<file path="src/rtl/exe_stage_pkg.sv">
// exe_stage_pkg: shared bus widths, bus field positions and ALU op indices for the execute stage
package exe_stage_pkg;
  localparam int DS_ES_WD = 137;
  localparam int ES_MS_WD = 71;
  localparam int ES_FWD_WD = 39;
  localparam int DS_PC_LSB = 105;
  localparam int DS_OP_LSB = 93;
  localparam int DS_SRC1_IS_SA = 92;
  localparam int DS_SRC1_IS_PC = 91;
  localparam int DS_SRC2_IS_IMM = 90;
  localparam int DS_SRC2_IS_ZIMM = 89;
  localparam int DS_SRC2_IS_8 = 88;
  localparam int DS_GR_WE = 87;
  localparam int DS_MEM_WE = 86;
  localparam int DS_MEM_RE = 85;
  localparam int DS_DEST_LSB = 80;
  localparam int DS_IMM_LSB = 64;
  localparam int DS_RS_LSB = 32;
  localparam int DS_RT_LSB = 0;
  localparam int MS_MEM_RE = 70;
  localparam int MS_GR_WE = 69;
  localparam int MS_DEST_LSB = 64;
  localparam int MS_RESULT_LSB = 32;
  localparam int MS_PC_LSB = 0;
  localparam int FWD_WR_VALID = 38;
  localparam int FWD_IS_LOAD = 37;
  localparam int FWD_DEST_LSB = 32;
  localparam int FWD_RESULT_LSB = 0;
  localparam int OP_ADD = 0;
  localparam int OP_SUB = 1;
  localparam int OP_SLT = 2;
  localparam int OP_SLTU = 3;
  localparam int OP_SLL = 4;
  localparam int OP_SRL = 5;
  localparam int OP_SRA = 6;
  localparam int OP_LUI = 7;
  localparam int OP_AND = 8;
  localparam int OP_OR = 9;
  localparam int OP_XOR = 10;
  localparam int OP_NOR = 11;
  function automatic logic is_shift(input logic [11:0] op);
    return |op[OP_SRA:OP_SLL];
  endfunction
endpackage

</file>
<file path="src/rtl/exe_stage_alu.sv">
// alu: one-hot opcode ALU (add sub slt sltu sll srl sra lui and or xor nor); zero opcode gives zero
module alu
  import exe_stage_pkg::*;
(
  input  logic [11:0] alu_op,
  input  logic [31:0] alu_src1,
  input  logic [31:0] alu_src2,
  output logic [31:0] alu_result
);
  logic [31:0] sum, diff, sra_res;
  logic [4:0] sa;
  assign sa = alu_src2[4:0];
  assign sum = alu_src1 + alu_src2;
  assign diff = alu_src1 - alu_src2;
  assign sra_res = $signed(alu_src1) >>> sa;
  assign alu_result = ({32{alu_op[OP_ADD]}} & sum)
                    | ({32{alu_op[OP_SUB]}} & diff)
                    | ({32{alu_op[OP_SLT]}} & {31'b0, $signed(alu_src1) < $signed(alu_src2)})
                    | ({32{alu_op[OP_SLTU]}} & {31'b0, alu_src1 < alu_src2})
                    | ({32{alu_op[OP_SLL]}} & (alu_src1 << sa))
                    | ({32{alu_op[OP_SRL]}} & (alu_src1 >> sa))
                    | ({32{alu_op[OP_SRA]}} & sra_res)
                    | ({32{alu_op[OP_LUI]}} & {alu_src1[15:0], 16'b0})
                    | ({32{alu_op[OP_AND]}} & (alu_src1 & alu_src2))
                    | ({32{alu_op[OP_OR]}} & (alu_src1 | alu_src2))
                    | ({32{alu_op[OP_XOR]}} & (alu_src1 ^ alu_src2))
                    | ({32{alu_op[OP_NOR]}} & ~(alu_src1 | alu_src2));
endmodule

</file>
<file path="src/rtl/exe_stage.sv">
// exe_stage: MIPS execute stage (handshake, operand select, data-SRAM request); ES_FWD_EN adds es_fwd_bus
module exe_stage
  import exe_stage_pkg::*;
#(
  parameter int DS_TO_ES_BUS_WD = DS_ES_WD,
  parameter int ES_TO_MS_BUS_WD = ES_MS_WD
`ifdef ES_FWD_EN
  , parameter int ES_FWD_BUS_WD = ES_FWD_WD
`endif
) (
  input  logic                       clk,
  input  logic                       resetn,
  input  logic                       ds_to_es_valid,
  output logic                       es_allowin,
  input  logic [DS_TO_ES_BUS_WD-1:0] ds_to_es_bus,
  input  logic                       es_flush,
  input  logic                       ms_allowin,
  output logic                       es_to_ms_valid,
  output logic [ES_TO_MS_BUS_WD-1:0] es_to_ms_bus,
  output logic                       data_sram_en,
  output logic [3:0]                 data_sram_wen,
  output logic [31:0]                data_sram_addr,
  output logic [31:0]                data_sram_wdata
`ifdef ES_FWD_EN
  , output logic [ES_FWD_BUS_WD-1:0] es_fwd_bus
`endif
);
  logic es_valid, es_ready_go, shift;
  logic [DS_TO_ES_BUS_WD-1:0] bus_r;
  logic [31:0] pc, rs_value, rt_value, alu_src1, alu_src2, alu_result;
  logic [11:0] alu_op;
  logic [15:0] imm;
  logic [4:0] dest;
  logic src1_is_sa, src1_is_pc, src2_is_imm, src2_is_zimm, src2_is_8, gr_we, mem_we, mem_re;
  assign pc = bus_r[DS_PC_LSB +: 32];
  assign alu_op = bus_r[DS_OP_LSB +: 12];
  assign src1_is_sa = bus_r[DS_SRC1_IS_SA];
  assign src1_is_pc = bus_r[DS_SRC1_IS_PC];
  assign src2_is_imm = bus_r[DS_SRC2_IS_IMM];
  assign src2_is_zimm = bus_r[DS_SRC2_IS_ZIMM];
  assign src2_is_8 = bus_r[DS_SRC2_IS_8];
  assign gr_we = bus_r[DS_GR_WE];
  assign mem_we = bus_r[DS_MEM_WE];
  assign mem_re = bus_r[DS_MEM_RE];
  assign dest = bus_r[DS_DEST_LSB +: 5];
  assign imm = bus_r[DS_IMM_LSB +: 16];
  assign rs_value = bus_r[DS_RS_LSB +: 32];
  assign rt_value = bus_r[DS_RT_LSB +: 32];
  assign es_ready_go = 1'b1;
  assign es_allowin = !es_valid || (es_ready_go && ms_allowin);
  assign es_to_ms_valid = es_valid && es_ready_go && !es_flush;
  always_ff @(posedge clk or negedge resetn)
    if (!resetn) es_valid <= 1'b0;
    else if (es_flush) es_valid <= 1'b0;
    else if (es_allowin) es_valid <= ds_to_es_valid;
  always_ff @(posedge clk or negedge resetn)
    if (!resetn) bus_r <= '0;
    else if (ds_to_es_valid && es_allowin && !es_flush) bus_r <= ds_to_es_bus;
  assign shift = is_shift(alu_op);
  assign alu_src1 = shift ? rt_value :
                    alu_op[OP_LUI] ? {16'b0, imm} :
                    src1_is_pc ? pc : rs_value;
  assign alu_src2 = shift ? {27'b0, src1_is_sa ? imm[10:6] : rs_value[4:0]} :
                    src2_is_imm ? {{16{imm[15]}}, imm} :
                    src2_is_zimm ? {16'b0, imm} :
                    src2_is_8 ? 32'd8 : rt_value;
  alu u_alu (
    .alu_op    (alu_op),
    .alu_src1  (alu_src1),
    .alu_src2  (alu_src2),
    .alu_result(alu_result)
  );
  always_comb begin
    es_to_ms_bus = '0;
    es_to_ms_bus[MS_MEM_RE] = mem_re;
    es_to_ms_bus[MS_GR_WE] = gr_we;
    es_to_ms_bus[MS_DEST_LSB +: 5] = dest;
    es_to_ms_bus[MS_RESULT_LSB +: 32] = alu_result;
    es_to_ms_bus[MS_PC_LSB +: 32] = pc;
  end
  assign data_sram_en = es_valid && ms_allowin && !es_flush && (mem_re || mem_we);
  assign data_sram_wen = (data_sram_en && mem_we) ? 4'hF : 4'h0;
  assign data_sram_addr = alu_result;
  assign data_sram_wdata = rt_value;
`ifdef ES_FWD_EN
  always_comb begin
    es_fwd_bus = '0;
    es_fwd_bus[FWD_WR_VALID] = es_valid && gr_we && (dest != 5'd0);
    es_fwd_bus[FWD_IS_LOAD] = es_valid && mem_re;
    es_fwd_bus[FWD_DEST_LSB +: 5] = dest;
    es_fwd_bus[FWD_RESULT_LSB +: 32] = alu_result;
  end
`endif
endmodule
</file>
<file path="config.mk">
export PLATFORM = sky130hd
export DESIGN_NAME = exe_stage
export DESIGN_NICKNAME = d
export VERILOG_FILES = /design/src/rtl/exe_stage_pkg.sv /design/src/rtl/exe_stage_alu.sv /design/src/rtl/exe_stage.sv
export SDC_FILE = /design/constraint.sdc
export NUM_CORES = 1
export LEC_CHECK = 0
export BUFFER_PORTS_ARGS = -buffer_cell sky130_fd_sc_hd__buf_2
export CAP_MARGIN = 25
export CORE_MARGIN = 4
export CORE_UTILIZATION = 55
export CTS_BUF_LIST = sky130_fd_sc_hd__clkbuf_4 sky130_fd_sc_hd__clkbuf_8 sky130_fd_sc_hd__clkbuf_16
export CTS_CLUSTER_SIZE = 8
export DETAILED_ROUTE_END_ITERATION = 16
export GPL_TIMING_DRIVEN = 0
export PLACE_DENSITY = 0.83
export REMOVE_ABC_BUFFERS = 1
export SLEW_MARGIN = 10
export SYNTH_ARGS = -nofsm -noshare
export SYNTH_HDL_FRONTEND = slang
export SYNTH_HIERARCHICAL = 1
export SYNTH_SLANG_ARGS = --single-unit
</file>
<file path="constraint.sdc">
create_clock -name clk -period 8.7 [get_ports clk]
set_input_delay 1.305 -clock clk [delete_from_list [all_inputs] [get_ports clk]]
set_output_delay 1.305 -clock clk [all_outputs]
set_load 0.1 [all_outputs]
</file>
==> out/metrics.sh <==
OUTCOME='finished, final reports clean'
TIMING.CLOCK.SKEW_PS=8.35
MET2_WIRELENGTH_MM=27.6
DIODES=0
MAX_SLEW.WORST_PIN.SLEW_PS=1060
CRITPATHMAXSTAGEDELAY_PS=770
SYN_AREA_UM2=16900
FINALWEIGHTEDCONGESTION=1.05
POWER_LEAKAGE_nW=8.46
RSZ0062_AT_GRT='false'
FINALINSTANCEAREA_UM2=18800
FIN_CRIT_SH_PCT=97.3
SYNTH_TOP_CELLS_BY_AREA='sky130_fd_sc_hd__dfrtp_1 (20%), sky130_fd_sc_hd__mux2_4 (8.9%), sky130_fd_sc_hd__ha_1 (7.2%), sky130_fd_sc_hd__mux2i_1 (7.1%), sky130_fd_sc_hd__buf_4 (5.0%)'
MAX_CAP_VIOLATIONS=0
CTS_TREE='built'
HTREE_NUM_LEVELS=4
CTSLONGESTPATHBUFFERS=2
CLKLATENCYLATEPIN_PS=430
DIE-HEIGHT_UM=183
WORST_SLEW_MARGIN_REL_PCT=28.9
POSTSYNTHREGISTERBITS=138
REG2REG_SETUP_SLACK_PS=5990
DIEWIDTH_UM=183
LAYOUT-AREA-OVERHEAD-VS-SYNTH_PCT=11.2
WL_MET3_MM=7.70
POSTCTSHOLDBUFS=0
ROUTE.ANTENNA.REMAINING_NETS=0
POST_DRT_VIA_CELL_RATIO=6.79
GRT_MAX_DEGREE=90
NUMBER_OF_BUFFER_CELLS_ADDED_ON_PRIMARY_PORTS=283
WORST-SETUP-PATH-TYPE='flop to output port'
R2R_END='bus_r[136]$_DFFE_PN0P_'
LAYOUT_CELL_SHARE_WITH_DRIVE_STRENGTH_BEYOND_1_PCT=30.3
TOTALPOWERFINAL_mW=6.93
CRITPATHTOPFAMILY='compound AO/OA/AOI/OAI gates'
AVGSYNTHCELLAREA_UM2=8.66
TOP_ROUTING_LAYER_IN_USE='met4'
CTS_POST_SETUP_BUFFERS_INSERTED=0
NETLIST.TOP_CELL.BY_AREA='sky130_fd_sc_hd__dfrtp_1'
IO_PINS=284
POWER-PER-CELL-AREA_nW_PER_UM2=370
HOLD_CLASS='flop to flop'
CTS.REPAIR.RESIZED=0
INITIAL_UTILIZATION_PCT=56.3
WORSTSETUPENDPOINT='es_to_ms_bus[63]'
WHS_PS=508
GRT_PASS1_WL_MM=95.8
DETAIL_ROUTE.WIRELENGTH.MET1_MM=25.0
WORSTPATHMAXFANOUT=65
HIGHEST_ACHIEVABLE_CLOCK_RATE_GHz=0.118
LAYOUT_COMMONEST_CELL='sky130_fd_sc_hd__buf_2'
DIE_AREA_UM2=33500
CTSROOTBUFFERMASTER='sky130_fd_sc_hd__clkbuf_16'
R2R.WORST_PATH.CELLS=9
GRT_PASS1_VIAS=15900
FIRST_PASS_ITERS=8
TIMING.CRITICAL_PATH.ARRIVAL_PS=7160
CP-END-KIND='output port'
WORSTREG2REGSTART='es_valid$_DFFE_PN0P_'
WP_DEPTH=16
FINAL_PERIOD_MINUS_WORST_SETUP_SLACK_PS=8460
POST-SYNTH-TOP-AREA-FRACTION_PCT=20.5
CLOCK_SINK_COUNT=138
SYNTH-WARNING-COUNT=6
NUM_ROWS=63
PLACEMENT.SETUP.WORST_SLACK_PS=575
SETUP_SLACK_PS=236
TIMING.CRITICAL_PATH.BUF_INV=3
DR.FIRST_ITER.DRC_COUNT=2701
PROPORTION_OF_REGISTER_BITS_WITH_ASYNCHRONOUS_SET_OR_RESET_AFTER_SYNTHESIS_PCT=100
CORE_REGION_AREA_UM2=30000
CRITICAL_PATH.STARTPOINT='bus_r[99]$_DFFE_PN0P_'
MAXIMUM_RESISTIVE_DROP_ON_VDD_uV=326
ROUTED-VIA-COUNT=16700
SYNTH_EDF_COUNT=0
DETAILED_PLACE_HPWL_MM=48.1
CTS_BUFFERS=17
CRITICAL_PATH.CELL_CHAIN='or3_4, buf_16, a221oi_2, a21oi_4, clkinvlp_4, ha_1, a21oi_1, o211a_1, o21a_4, o41ai_4, a32oi_2, a211oi_2, or4_1, a2111oi_0, or3_1, buf_2'
GRT_ANTENNA_BEFORE_REPAIR=0
OVERFLOW=0
SYNTH_CELLS=1946
YOSYSSEQAREASHARE_PCT=20.5
PLACED_AREA_UM2=18100
SYNTH.DISTINCT_CELLS=91
WL_PER_CELL_UM=25.5
CP_SLOWEST_CELL='sky130_fd_sc_hd__a21oi_4'
CLKSLEWWORSTSETUPHOLDPATHS_PS=70
TRACK_USAGE_PCT=36.2
CRIT_PATH_START_KIND='flop'
SYNTH_TOP_FLOP_CELL='sky130_fd_sc_hd__dfrtp_1'
FINAL_NETS=2299
TIMING.FINAL.MAX_SLEW_VIOLATIONS=0
DETAIL_ROUTE.WIRELENGTH_MM=62.9
HOLD_VIOLATIONS=0
LAYOUT.CELLS.MOST_COMMON_LIST='sky130_fd_sc_hd__buf_2 (291), sky130_fd_sc_hd__nor2_1 (189), sky130_fd_sc_hd__a21oi_1 (135), sky130_fd_sc_hd__nand2_1 (134), sky130_fd_sc_hd__dfrtp_1 (134)'
DRT_DRC_VIOLATIONS_LEFT=0
FINALSETUPVIOLATIONS=0
CRIT_REQUIRED_PS=7390
[registers in the layout, indices dropped and copies added (netlist names)]
signal    flops
bus_r       137
es_valid      1
[Yosys cell counts (14+ instances only)]
cell type                   count
sky130_fd_sc_hd__a211oi_1      33
sky130_fd_sc_hd__a21oi_1      139
sky130_fd_sc_hd__a221oi_1      21
sky130_fd_sc_hd__a222oi_1      15
sky130_fd_sc_hd__a22oi_1       27
sky130_fd_sc_hd__a31oi_1       17
sky130_fd_sc_hd__buf_12        14
sky130_fd_sc_hd__buf_2         32
sky130_fd_sc_hd__buf_4        113
sky130_fd_sc_hd__clkbuf_1      75
sky130_fd_sc_hd__dfrtp_1      138
sky130_fd_sc_hd__ha_1          97
sky130_fd_sc_hd__inv_1        104
sky130_fd_sc_hd__mux2_2        74
sky130_fd_sc_hd__mux2_4       100
sky130_fd_sc_hd__mux2i_1      119
sky130_fd_sc_hd__mux4_2        22
sky130_fd_sc_hd__nand2_1      134
sky130_fd_sc_hd__nand3_1       20
sky130_fd_sc_hd__nand4_1       15
sky130_fd_sc_hd__nor2_1       189
sky130_fd_sc_hd__nor2b_1       18
sky130_fd_sc_hd__nor3_1        29
sky130_fd_sc_hd__o2111ai_1     17
sky130_fd_sc_hd__o211ai_1      21
sky130_fd_sc_hd__o21ai_0       99
sky130_fd_sc_hd__o31ai_1       27
[logic make-up (layout without fill, tap and decap cells)]
kind of cell / count (synthesis) / count (layout) / share of synthesized area (%)
AOI/OAI and AO/OA: 551 / 551 / 22.6
and+or+nand+nor: 466 / 466 / 12.4
buffers and inverters: 364 / 489 / 12.6
muxes: 315 / 315 / 23.9
DFF: 138 / 138 / 20.5
adders and majority gates: 99 / 99 / 7.44
xor gates and xnor gates: 13 / 13 / 0.675
[layer usage]
| metal | up-vias | global-route usage, % |
|---|---|---|
| met3 | 204 | 9.70 |
| met5 | - | 0 |
| met1 | 8049 | 49.9 |
| met4 | 0 | 12.3 |
| li1 | 7292 | - |
| met2 | 1170 | 55.3 |
[through the flow]
stage	util (%)	setup TNS, ps	instances
2_1_floorplan	-	-270610	1689
3_3_place_gp	56.9	-366700	2362
3_5_place_dp	60.4	0	2424
4_1_cts	62.5	0	2456
5_1_grt	62.6	0	2461
6_report	62.6	0	2461
[worst min-delay path by stage]
| stage | endpoint | from | cells past startpoint |
|---|---|---|---|
| 2_1_floorplan | bus_r[37]$_DFFE_PN0P_ | bus_r[37]$_DFFE_PN0P_ | 1 |
| 3_3_place_gp | bus_r[81]$_DFFE_PN0P_ | bus_r[81]$_DFFE_PN0P_ | 1 |
| 3_5_place_dp | bus_r[83]$_DFFE_PN0P_ | bus_r[83]$_DFFE_PN0P_ | 1 |
| 4_1_cts | bus_r[82]$_DFFE_PN0P_ | bus_r[82]$_DFFE_PN0P_ | 1 |
| 5_1_grt | bus_r[83]$_DFFE_PN0P_ | bus_r[83]$_DFFE_PN0P_ | 1 |
| 6_report | bus_r[82]$_DFFE_PN0P_ | bus_r[82]$_DFFE_PN0P_ | 1 |
[final cells by class]
class	instances	area (um^2)
Multi-Input combinational cell	1444	11400
Fill cell	2522	11200
Sequential cell	138	3460
Timing Repair Buffer	349	2400
Tap cell	390	488
Clock buffer	17	425
Inverter	107	409
Clock inverter	15	194
Timing Repair inverter	1	5.00
[power by group]
group	leakage (nW)	internal, mW	switching (mW)
clock network	0.300	0.394	0.371
logic	6.54	1.50	3.75
registers	1.62	0.750	0.161
total	8.46	2.65	4.28
Power figures use the tool's default switching activity.
